File: src/rtl/gardner_pkg.sv
// Shared types and derived constants for the Gardner symbol-timing NCO.
package gardner_pkg;

  typedef enum logic [1:0] {IDLE, FIRST_HALF, SECOND_HALF} state_e;

  function automatic int step_f(int frac);
    return 1 << frac;
  endfunction

  function automatic int p0_f(int osr_log2, int frac);
    return 1 << (osr_log2 + frac);
  endfunction

  function automatic int pmin_f(int osr_log2, int frac);
    return p0_f(osr_log2, frac) - p0_f(osr_log2, frac) / 4;
  endfunction

  function automatic int pmax_f(int osr_log2, int frac);
    return p0_f(osr_log2, frac) + p0_f(osr_log2, frac) / 4;
  endfunction

  function automatic int cw_f(int osr_log2, int frac);
    return osr_log2 + frac + 3;
  endfunction

  // Wide enough that a full-scale error plus P0 never wraps.
  function automatic int aw_f(int osr_log2, int frac, int width);
    return (cw_f(osr_log2, frac) > width + 2) ? cw_f(osr_log2, frac) : width + 2;
  endfunction

endpackage

File: src/rtl/gardner_timing_nco_if.sv
// Sample/error stream in, strobes and loop status out.
interface gardner_timing_nco_if #(
  parameter int WIDTH    = 16,
  parameter int OSR_LOG2 = 5,
  parameter int FRAC     = 8
);
  logic                         in_valid;
  logic signed [WIDTH-1:0]      i_in, q_in;
  logic                         err_valid;
  logic signed [WIDTH-1:0]      err_n;
  logic                         sym_valid, mid_valid;
  logic signed [WIDTH-1:0]      i_out, q_out;
  logic [FRAC-1:0]              mu;
  logic [OSR_LOG2+FRAC+1:0]     period;
  logic                         period_sat;
  logic                         locked;

  modport master (
    output in_valid, i_in, q_in, err_valid, err_n,
    input  sym_valid, mid_valid, i_out, q_out, mu, period, period_sat, locked
  );
  modport slave (
    input  in_valid, i_in, q_in, err_valid, err_n,
    output sym_valid, mid_valid, i_out, q_out, mu, period, period_sat, locked
  );
endinterface

File: src/rtl/gardner_loop_filter.sv
// PI loop filter: clamped integrator and clamped symbol period around P0.
module gardner_loop_filter
  import gardner_pkg::*;
#(
  parameter int WIDTH    = 16,
  parameter int OSR_LOG2 = 5,
  parameter int FRAC     = 8
)(
  input  logic                          clk,
  input  logic                          rst_n,
  input  logic                          clr_i,
  input  logic                          upd_i,
  input  logic [3:0]                    kp_shift_i,
  input  logic [3:0]                    ki_shift_i,
  input  logic signed [WIDTH-1:0]       err_i,
  output logic [OSR_LOG2+FRAC+1:0]      period_o,
  output logic                          sat_o
);
  localparam int PW = OSR_LOG2 + FRAC + 2;
  localparam int AW = aw_f(OSR_LOG2, FRAC, WIDTH);
  localparam logic signed [AW-1:0] P0   = AW'(p0_f(OSR_LOG2, FRAC));
  localparam logic signed [AW-1:0] PMIN = AW'(pmin_f(OSR_LOG2, FRAC));
  localparam logic signed [AW-1:0] PMAX = AW'(pmax_f(OSR_LOG2, FRAC));
  localparam logic signed [AW-1:0] ILIM = AW'(p0_f(OSR_LOG2, FRAC) / 4);
  localparam logic signed [AW-1:0] NLIM = -ILIM;

  logic signed [AW-1:0] integ_q, integ_d, e, isum, inew, praw, pclamp;
  logic [PW-1:0]        period_q, period_d;
  logic                 sat_q, sat_d, pclip;

  always_comb begin
    e      = {{(AW-WIDTH){err_i[WIDTH-1]}}, err_i};
    isum   = integ_q + (e >>> ki_shift_i);
    inew   = (isum > ILIM) ? ILIM : (isum < NLIM) ? NLIM : isum;
    praw   = P0 + inew + (e >>> kp_shift_i);
    pclip  = (praw > PMAX) || (praw < PMIN);
    pclamp = (praw > PMAX) ? PMAX : (praw < PMIN) ? PMIN : praw;
    integ_d  = integ_q;
    period_d = period_q;
    sat_d    = sat_q;
    if (clr_i) begin
      integ_d  = '0;
      period_d = PW'(P0);
      sat_d    = 1'b0;
    end else if (upd_i) begin
      integ_d  = inew;
      period_d = PW'(pclamp);
      sat_d    = pclip;
    end
  end

  always_ff @(posedge clk) begin
    if (!rst_n) begin
      integ_q  <= '0;
      period_q <= PW'(P0);
      sat_q    <= 1'b0;
    end else begin
      integ_q  <= integ_d;
      period_q <= period_d;
      sat_q    <= sat_d;
    end
  end

  assign period_o = period_q;
  assign sat_o    = sat_q;
endmodule

File: src/rtl/gardner_timing_nco.sv
// Symbol-timing NCO: mid/on-time strobes, mu, PI-corrected period and lock flag.
module gardner_timing_nco
  import gardner_pkg::*;
#(
  parameter int WIDTH    = 16,
  parameter int OSR_LOG2 = 5,
  parameter int FRAC     = 8,
  parameter int LOCK_THR = 512,
  parameter int LOCK_CNT = 16
)(
  input  logic       clk,
  input  logic       rst_n,
  input  logic       enable_i,
  input  logic [3:0] kp_shift_i,
  input  logic [3:0] ki_shift_i,
  gardner_timing_nco_if.slave bus
);
  localparam int PW   = OSR_LOG2 + FRAC + 2;
  localparam int CNTW = PW + 1;
  localparam int RW   = $clog2(LOCK_CNT + 1);
  localparam logic [CNTW-1:0] STEP = CNTW'(step_f(FRAC));
  localparam logic [WIDTH:0]  THR  = (WIDTH+1)'(LOCK_THR);

  state_e               state_q, state_d;
  logic [CNTW-1:0]      cnt_q, cnt_d, cnt_nxt, per_ext, half;
  logic [PW-1:0]        period;
  logic                 sat, run, clr, upd;
  logic                 sym_q, sym_d, mid_q, mid_d;
  logic [WIDTH-1:0]     iout_q, iout_d, qout_q, qout_d;
  logic [FRAC-1:0]      mu_q, mu_d;
  logic                 lock_q, lock_d, qual;
  logic [RW-1:0]        lrun_q, lrun_d;
  logic [WIDTH:0]       eext, emag;

  assign run = enable_i && (state_q != IDLE);
  assign clr = !run;
  assign upd = run && bus.err_valid;

  gardner_loop_filter #(.WIDTH(WIDTH), .OSR_LOG2(OSR_LOG2), .FRAC(FRAC)) u_lf (
    .clk       (clk),
    .rst_n     (rst_n),
    .clr_i     (clr),
    .upd_i     (upd),
    .kp_shift_i(kp_shift_i),
    .ki_shift_i(ki_shift_i),
    .err_i     (bus.err_n),
    .period_o  (period),
    .sat_o     (sat)
  );

  assign per_ext = {1'b0, period};
  assign half    = per_ext >> 1;
  assign cnt_nxt = cnt_q + STEP;
  assign eext    = {bus.err_n[WIDTH-1], bus.err_n};
  assign emag    = eext[WIDTH] ? -eext : eext;
  assign qual    = (emag <= THR);

  always_comb begin
    state_d = state_q;
    cnt_d   = cnt_q;
    sym_d   = 1'b0;
    mid_d   = 1'b0;
    iout_d  = iout_q;
    qout_d  = qout_q;
    mu_d    = mu_q;
    unique case (state_q)
      IDLE: begin
        cnt_d = '0;
        if (enable_i) state_d = FIRST_HALF;
      end
      FIRST_HALF: if (bus.in_valid) begin
        cnt_d = cnt_nxt;
        if (cnt_nxt >= half) begin
          mid_d   = 1'b1;
          iout_d  = bus.i_in;
          qout_d  = bus.q_in;
          state_d = SECOND_HALF;
        end
      end
      SECOND_HALF: if (bus.in_valid) begin
        cnt_d = cnt_nxt;
        if (cnt_nxt >= per_ext) begin
          sym_d   = 1'b1;
          iout_d  = bus.i_in;
          qout_d  = bus.q_in;
          cnt_d   = cnt_nxt - per_ext;
          mu_d    = FRAC'(cnt_nxt - per_ext);
          state_d = FIRST_HALF;
        end
      end
      default: state_d = IDLE;
    endcase
    // Dropping enable aborts the symbol in progress without a strobe.
    if (!enable_i) begin
      state_d = IDLE;
      cnt_d   = '0;
      sym_d   = 1'b0;
      mid_d   = 1'b0;
      iout_d  = iout_q;
      qout_d  = qout_q;
      mu_d    = mu_q;
    end
  end

  // Run counter tracks consecutive symbols of the class opposite to the current lock state.
  always_comb begin
    lock_d = lock_q;
    lrun_d = lrun_q;
    if (!run) begin
      lock_d = 1'b0;
      lrun_d = '0;
    end else if (bus.err_valid) begin
      if (lock_q ^ qual) begin
        if (lrun_q == RW'(LOCK_CNT - 1)) begin
          lock_d = !lock_q;
          lrun_d = '0;
        end else begin
          lrun_d = lrun_q + 1'b1;
        end
      end else begin
        lrun_d = '0;
      end
    end
  end

  always_ff @(posedge clk) begin
    if (!rst_n) begin
      state_q <= IDLE;
      cnt_q   <= '0;
      sym_q   <= 1'b0;
      mid_q   <= 1'b0;
      iout_q  <= '0;
      qout_q  <= '0;
      mu_q    <= '0;
      lock_q  <= 1'b0;
      lrun_q  <= '0;
    end else begin
      state_q <= state_d;
      cnt_q   <= cnt_d;
      sym_q   <= sym_d;
      mid_q   <= mid_d;
      iout_q  <= iout_d;
      qout_q  <= qout_d;
      mu_q    <= mu_d;
      lock_q  <= lock_d;
      lrun_q  <= lrun_d;
    end
  end

  assign bus.sym_valid  = sym_q;
  assign bus.mid_valid  = mid_q;
  assign bus.i_out      = iout_q;
  assign bus.q_out      = qout_q;
  assign bus.mu         = mu_q;
  assign bus.period     = period;
  assign bus.period_sat = sat;
  assign bus.locked     = lock_q;
endmodule

File: src/flat_wrapper.sv
// flat-port wrapper written by rule: the top's interface ports become plain ports
module gardner_timing_nco_flat import gardner_pkg::*;
#(
  parameter int WIDTH    = 16,
  parameter int OSR_LOG2 = 5,
  parameter int FRAC     = 8,
  parameter int LOCK_THR = 512,
  parameter int LOCK_CNT = 16
)
  (clk, rst_n, enable_i, kp_shift_i, ki_shift_i, bus_in_valid, bus_i_in, bus_q_in, bus_err_valid, bus_err_n, bus_sym_valid, bus_mid_valid, bus_i_out, bus_q_out, bus_mu, bus_period, bus_period_sat, bus_locked);
  gardner_timing_nco_if #(.WIDTH(WIDTH), .OSR_LOG2(OSR_LOG2), .FRAC(FRAC)) bus_i ();
  input  logic clk;
  input  logic rst_n;
  input  logic enable_i;
  input  logic [3:0] kp_shift_i;
  input  logic [3:0] ki_shift_i;
  input wire logic [$bits(bus_i.in_valid)-1:0] bus_in_valid;
  input wire logic [$bits(bus_i.i_in)-1:0] bus_i_in;
  input wire logic [$bits(bus_i.q_in)-1:0] bus_q_in;
  input wire logic [$bits(bus_i.err_valid)-1:0] bus_err_valid;
  input wire logic [$bits(bus_i.err_n)-1:0] bus_err_n;
  output wire logic [$bits(bus_i.sym_valid)-1:0] bus_sym_valid;
  output wire logic [$bits(bus_i.mid_valid)-1:0] bus_mid_valid;
  output wire logic [$bits(bus_i.i_out)-1:0] bus_i_out;
  output wire logic [$bits(bus_i.q_out)-1:0] bus_q_out;
  output wire logic [$bits(bus_i.mu)-1:0] bus_mu;
  output wire logic [$bits(bus_i.period)-1:0] bus_period;
  output wire logic [$bits(bus_i.period_sat)-1:0] bus_period_sat;
  output wire logic [$bits(bus_i.locked)-1:0] bus_locked;
  assign bus_i.in_valid = bus_in_valid;
  assign bus_i.i_in = bus_i_in;
  assign bus_i.q_in = bus_q_in;
  assign bus_i.err_valid = bus_err_valid;
  assign bus_i.err_n = bus_err_n;
  assign bus_sym_valid = bus_i.sym_valid;
  assign bus_mid_valid = bus_i.mid_valid;
  assign bus_i_out = bus_i.i_out;
  assign bus_q_out = bus_i.q_out;
  assign bus_mu = bus_i.mu;
  assign bus_period = bus_i.period;
  assign bus_period_sat = bus_i.period_sat;
  assign bus_locked = bus_i.locked;
  gardner_timing_nco #(.WIDTH(WIDTH), .OSR_LOG2(OSR_LOG2), .FRAC(FRAC), .LOCK_THR(LOCK_THR), .LOCK_CNT(LOCK_CNT)) u_core (.clk(clk), .rst_n(rst_n), .enable_i(enable_i), .kp_shift_i(kp_shift_i), .ki_shift_i(ki_shift_i), .bus(bus_i));
endmodule
File: config.mk
export PLATFORM = sky130hd
export DESIGN_NAME = gardner_timing_nco_flat
export DESIGN_NICKNAME = d
export VERILOG_FILES = /design/src/rtl/gardner_pkg.sv /design/src/rtl/gardner_timing_nco_if.sv /design/src/rtl/gardner_loop_filter.sv /design/src/rtl/gardner_timing_nco.sv /design/src/flat_wrapper.sv
export SDC_FILE = /design/constraint.sdc
export NUM_CORES = 1
export LEC_CHECK = 0
export BUFFER_PORTS_ARGS = -buffer_cell sky130_fd_sc_hd__buf_2
export CAP_MARGIN = 20
export CORE_MARGIN = 2
export CORE_UTILIZATION = 45
export CTS_BUF_LIST = sky130_fd_sc_hd__clkbuf_8 sky130_fd_sc_hd__clkbuf_16
export DETAILED_ROUTE_END_ITERATION = 8
export GPL_TIMING_DRIVEN = 0
export SLEW_MARGIN = 20
export SYNTH_ARGS = -nofsm -noshare
export SYNTH_HDL_FRONTEND = slang
export SYNTH_SLANG_ARGS = --single-unit
File: constraint.sdc
create_clock -name clk -period 15.31 [get_ports clk]
set_input_delay 3.062 -clock clk [delete_from_list [all_inputs] [get_ports clk]]
set_output_delay 3.062 -clock clk [all_outputs]
set_load 0.05 [all_outputs]
==> run_summary.xml <==
<?xml version="1.0" encoding="UTF-8"?>
<metrics>
  <group name="run_status">
    <metric name="status" unit="">complete, no violations</metric>
  </group>
  <group name="logic_synthesis">
    <metric name="mappedNetlistArea" unit="um2">9200</metric>
    <metric name="ys.warnings.count" unit="">0</metric>
    <metric name="synth_sequential_area_ratio" unit="%">21.8</metric>
    <metric name="synth_top_cell_by_area" unit="">sky130_fd_sc_hd__dfxtp_1</metric>
    <metric name="synth.lib_cells_used.distinct" unit="">91</metric>
    <metric name="mappedNetlistNets" unit="">1311</metric>
    <metric name="yosys-top-cells-area" unit="">sky130_fd_sc_hd__dfxtp_1 22%, sky130_fd_sc_hd__ha_1 12%, sky130_fd_sc_hd__mux2i_1 7.2%</metric>
    <metric name="synth_most_common_cell" unit="">sky130_fd_sc_hd__nand2_1</metric>
    <metric name="synthesis.area_per_instance" unit="um2">7.93</metric>
    <metric name="ys_ff_latch" unit="">100</metric>
    <metric name="async_flop_share" unit="%">0</metric>
    <metric name="synth-edff-count" unit="">0</metric>
    <metric name="most_frequently_used_flop_master_after_synthesis" unit="">sky130_fd_sc_hd__dfxtp_1</metric>
    <metric name="syn_inst" unit="">1160</metric>
    <metric name="yosys.area.top_type_share" unit="%">21.8</metric>
    <metric name="post_synth_most_frequent_cells" unit="">146 x sky130_fd_sc_hd__nand2_1, 100 x sky130_fd_sc_hd__dfxtp_1, 90 x sky130_fd_sc_hd__nor2_1</metric>
  </group>
  <group name="global_routing">
    <metric name="grt_pass1_wl" unit="um">39800</metric>
    <metric name="grt_pass1_vias" unit="">7940</metric>
    <metric name="number_of_antenna_violations_at_the_first_check_in_global_routing" unit="">0</metric>
    <metric name="globalRoute.totalOverflow" unit="">0</metric>
    <metric name="grt_start_max_net_pins" unit="">21</metric>
    <metric name="gr-usage-all-layers" unit="%">22.3</metric>
  </group>
  <group name="critical_path">
    <metric name="cp_data_arrival_time" unit="ns">11.43</metric>
    <metric name="end_kind" unit="">flop</metric>
    <metric name="timing.critical_path.required" unit="ns">15.57</metric>
    <metric name="cp.buffers_inverters" unit="">8</metric>
    <metric name="timing.critical_path.max_delay_family" unit="">compound AO/OA/AOI/OAI gates</metric>
    <metric name="crit_path_max_incr_delay" unit="ns">0.57</metric>
    <metric name="critical-path-top-cell-by-count" unit="">sky130_fd_sc_hd__o21ai_0</metric>
    <metric name="worst_setup_path_start_kind" unit="">input port</metric>
    <metric name="worstSetupPathType" unit="">in -&gt; reg</metric>
    <metric name="worstPathMaxFanout" unit="">10</metric>
    <metric name="slowest_cell_on_crit_path" unit="">sky130_fd_sc_hd__a211oi_1</metric>
  </group>
  <group name="final_layout">
    <metric name="multiInputGateArea" unit="um2">6660</metric>
    <metric name="flow.area_growth_from_synthesis" unit="%">13.1</metric>
    <metric name="num_antenna_cells" unit="">0</metric>
    <metric name="final_net_count" unit="">1429</metric>
    <metric name="ff_latch_area" unit="um2">2000</metric>
    <metric name="finalNonFillerCells" unit="">1553</metric>
    <metric name="fillCellCount" unit="">2082</metric>
    <metric name="fin_area" unit="um2">10400</metric>
    <metric name="layout-drive-gt1-share" unit="%">15.0</metric>
  </group>
  <group name="floorplan">
    <metric name="coreArea" unit="um2">20200</metric>
    <metric name="floorplan.initialDensity" unit="%">45.6</metric>
    <metric name="chipWidth" unit="um">147</metric>
    <metric name="num_io_pins" unit="">120</metric>
    <metric name="placement_row_count" unit="">52</metric>
    <metric name="fp.dieH" unit="um">147</metric>
    <metric name="floorplan.die_area" unit="um2">21600</metric>
  </group>
  <group name="routing">
    <metric name="wirelength" unit="um">24300</metric>
    <metric name="drc" unit="">0</metric>
    <metric name="route.antenna.remaining_nets" unit="">0</metric>
    <metric name="route.detailed.wl_per_inst" unit="um">15.7</metric>
    <metric name="met3_wire_len" unit="um">794</metric>
    <metric name="met2RoutedLength" unit="um">11500</metric>
    <metric name="wl_met1" unit="um">11700</metric>
    <metric name="dr.pass1.iters" unit="">5</metric>
    <metric name="highest-signal-layer" unit="">met4</metric>
    <metric name="via_count" unit="">8620</metric>
    <metric name="route.detailed.vias_per_inst" unit="">5.55</metric>
    <metric name="detail_route.iter0.violations" unit="">388</metric>
  </group>
  <group name="clocking">
    <metric name="root_buffer" unit="">sky130_fd_sc_hd__clkbuf_16</metric>
    <metric name="path_clk_slew" unit="ns">0.08</metric>
    <metric name="number_of_buffers_created_by_cts" unit="">9</metric>
    <metric name="cts.repair.resized" unit="">0</metric>
    <metric name="post-cts-setup-buffer-count" unit="">0</metric>
    <metric name="cts_buffer_depth" unit="">2</metric>
    <metric name="clock_sink_count" unit="">100</metric>
    <metric name="tritoncts" unit="">done</metric>
    <metric name="cts_htree_levels" unit="">3</metric>
    <metric name="clk-insertion-delay-late" unit="ns">0.36</metric>
    <metric name="postCtsHoldBufs" unit="">0</metric>
  </group>
  <group name="timing">
    <metric name="final-max-slew-violation-count" unit="">0</metric>
    <metric name="setup_violations" unit="">0</metric>
    <metric name="clock_skew" unit="ns">0.00709</metric>
    <metric name="fmaxAchievable" unit="MHz">89.6</metric>
    <metric name="timing.final.crit_share" unit="%">72.9</metric>
    <metric name="slew-limit-headroom" unit="%">47.5</metric>
    <metric name="setup_repair_after_global_routing_missed_its_margin" unit="">false</metric>
    <metric name="setup_tns" unit="ns">0</metric>
    <metric name="worst_pin_slew" unit="ns">0.775</metric>
    <metric name="hold_viol_final" unit="">0</metric>
    <metric name="layout_min_cycle_time" unit="ns">11.17</metric>
  </group>
  <group name="placement">
    <metric name="port-buffer-count" unit="">107</metric>
    <metric name="placement.cell_area" unit="um2">10100</metric>
    <metric name="hpwl_after_detailed_placement" unit="um">19600</metric>
    <metric name="gp_congestion" unit="">0.857</metric>
    <metric name="placedCellCount" unit="">1537</metric>
  </group>
  <group name="power_and_ir_drop">
    <metric name="report.power.total" unit="W">0.000731</metric>
    <metric name="leakagePower" unit="nW">4.46</metric>
    <metric name="irDropWorstVdd" unit="uV">52.7</metric>
    <metric name="powerDensity" unit="nW/um2">70.3</metric>
  </group>
  <group name="worst_hold_path">
    <metric name="min_path_type" unit="">reg -&gt; reg</metric>
  </group>
  <group name="run">
    <metric name="max-cap-violations" unit="">0</metric>
  </group>
</metrics>
## logic make-up after synthesis
family	count (synthesis)	synth area share (%)
simple gates	411	21.3
fa+ha+maj	90	12.5
mux	85	10.9
flops	100	21.8
buf+inv	121	5.78
xor+xnor	43	4.38
compound gates	310	23.4
## routing by layer
metal  vias up  global-route usage (%)
met5         -                       0
met1      3979                    30.7
li1       4471                       -
met3        22                    2.42
met2       148                    37.8
met4         0                    5.29
## where the power goes
| group | leakage, nW | internal [W] | switching (W) | total [W] |
|---|---|---|---|---|
| Clock | 0.160 | 0.000133 | 0.000121 | 0.000254 |
| Sequential | 0.807 | 0.000263 | 0.00000157 | 0.000264 |
| Combinational | 3.49 | 0.0000813 | 0.000131 | 0.000213 |
## through the flow
stage / setup WS [ns] / utilization (%) / hold WS (ns)
CTS: 4.09 / 51.6 / 0.447
finish: 4.14 / 51.6 / 0.444
detailed placement: 3.73 / 49.9 / 0.436
global placement: 3.79 / 49.9 / 0.431
floorplan: 5.19 / - / 0.421
global route: 3.45 / 51.6 / 0.471
## path summary, 6_finish.rpt
path | start | end | slack, ns | cells after the start
worst max-delay path | ki_shift_i[1] | u_core.u_lf.period_o[0] | 4.14 | 36
worst min-delay path | u_core.lrun_q[4] | u_core.lrun_q[4] | 0.44 | 2
worst max register to register | u_core.u_lf.integ_q[9] | u_core.u_lf.period_o[0] | 8.41 | 28
worst min register to register | u_core.lrun_q[4] | u_core.lrun_q[4] | 0.44 | 2
## sequential cells by signal, indices dropped and copies added (netlist names)
signal	count
u_core.u_lf.integ_q	18
u_core.bus.mu	8
u_core.bus.locked	1
u_core.bus.sym_valid	1
u_core.lrun_q	5
u_core.bus.i_out	16
u_core.bus.q_out	16
u_core.state_q	2
u_core.u_lf.sat_o	1
u_core.cnt_q	16
u_core.u_lf.period_o	15
u_core.bus.mid_valid	1
## tightest hold or removal path: cells and delay by family (launching register included)
family	cells	cell delay [ns]
and+or+nand+nor	1	0.05
DFF	1	0.32
AOI/OAI and AO/OA	1	0.03
## area by class of cell
cell class / instances / area share (%)
repair buffers: 107 / 5.15
inverters: 53 / 1.91
clock inverters: 7 / 0.987
plain buffers: 68 / 3.20
well taps: 270 / 3.25
flip-flops and latches: 100 / 19.3
multi-input cells: 939 / 64.1
clock buffers: 9 / 2.17
## cells in the final DEF (no fill, tap or decap), types with 5 or more instances in the layout
cell type                     n
sky130_fd_sc_hd__mux2i_1     66
sky130_fd_sc_hd__nor3b_1      7
sky130_fd_sc_hd__o31ai_2      5
sky130_fd_sc_hd__buf_6        5
sky130_fd_sc_hd__a22o_1       7
sky130_fd_sc_hd__nand2b_1    14
sky130_fd_sc_hd__a32o_1       8
sky130_fd_sc_hd__and2_1       9
sky130_fd_sc_hd__xnor2_1     19
sky130_fd_sc_hd__nand4_1     10
sky130_fd_sc_hd__nor3_1      23
sky130_fd_sc_hd__ha_1        87
sky130_fd_sc_hd__nand3_1     54
sky130_fd_sc_hd__buf_4        6
sky130_fd_sc_hd__nor4_1       5
sky130_fd_sc_hd__clkbuf_16    9
sky130_fd_sc_hd__dfxtp_1    100
sky130_fd_sc_hd__nand2_1    146
sky130_fd_sc_hd__o211ai_1     8
sky130_fd_sc_hd__mux4_2       7
sky130_fd_sc_hd__o21ai_0     79
sky130_fd_sc_hd__a211oi_1    13
sky130_fd_sc_hd__o31ai_1      9
sky130_fd_sc_hd__and3_1      11
sky130_fd_sc_hd__a21o_1      16
sky130_fd_sc_hd__o21a_1      15
sky130_fd_sc_hd__nor2b_1      9
sky130_fd_sc_hd__or2_2        6
sky130_fd_sc_hd__xor2_1      22
sky130_fd_sc_hd__buf_2      116
sky130_fd_sc_hd__o21bai_1     9
sky130_fd_sc_hd__nor2_1      90
sky130_fd_sc_hd__a21oi_1     68
sky130_fd_sc_hd__nand3b_1     5
sky130_fd_sc_hd__mux2_2       9
sky130_fd_sc_hd__inv_1       51
sky130_fd_sc_hd__clkbuf_1    43
sky130_fd_sc_hd__a31oi_1     13
No activity file was read; power rests on OpenSTA's default activity.
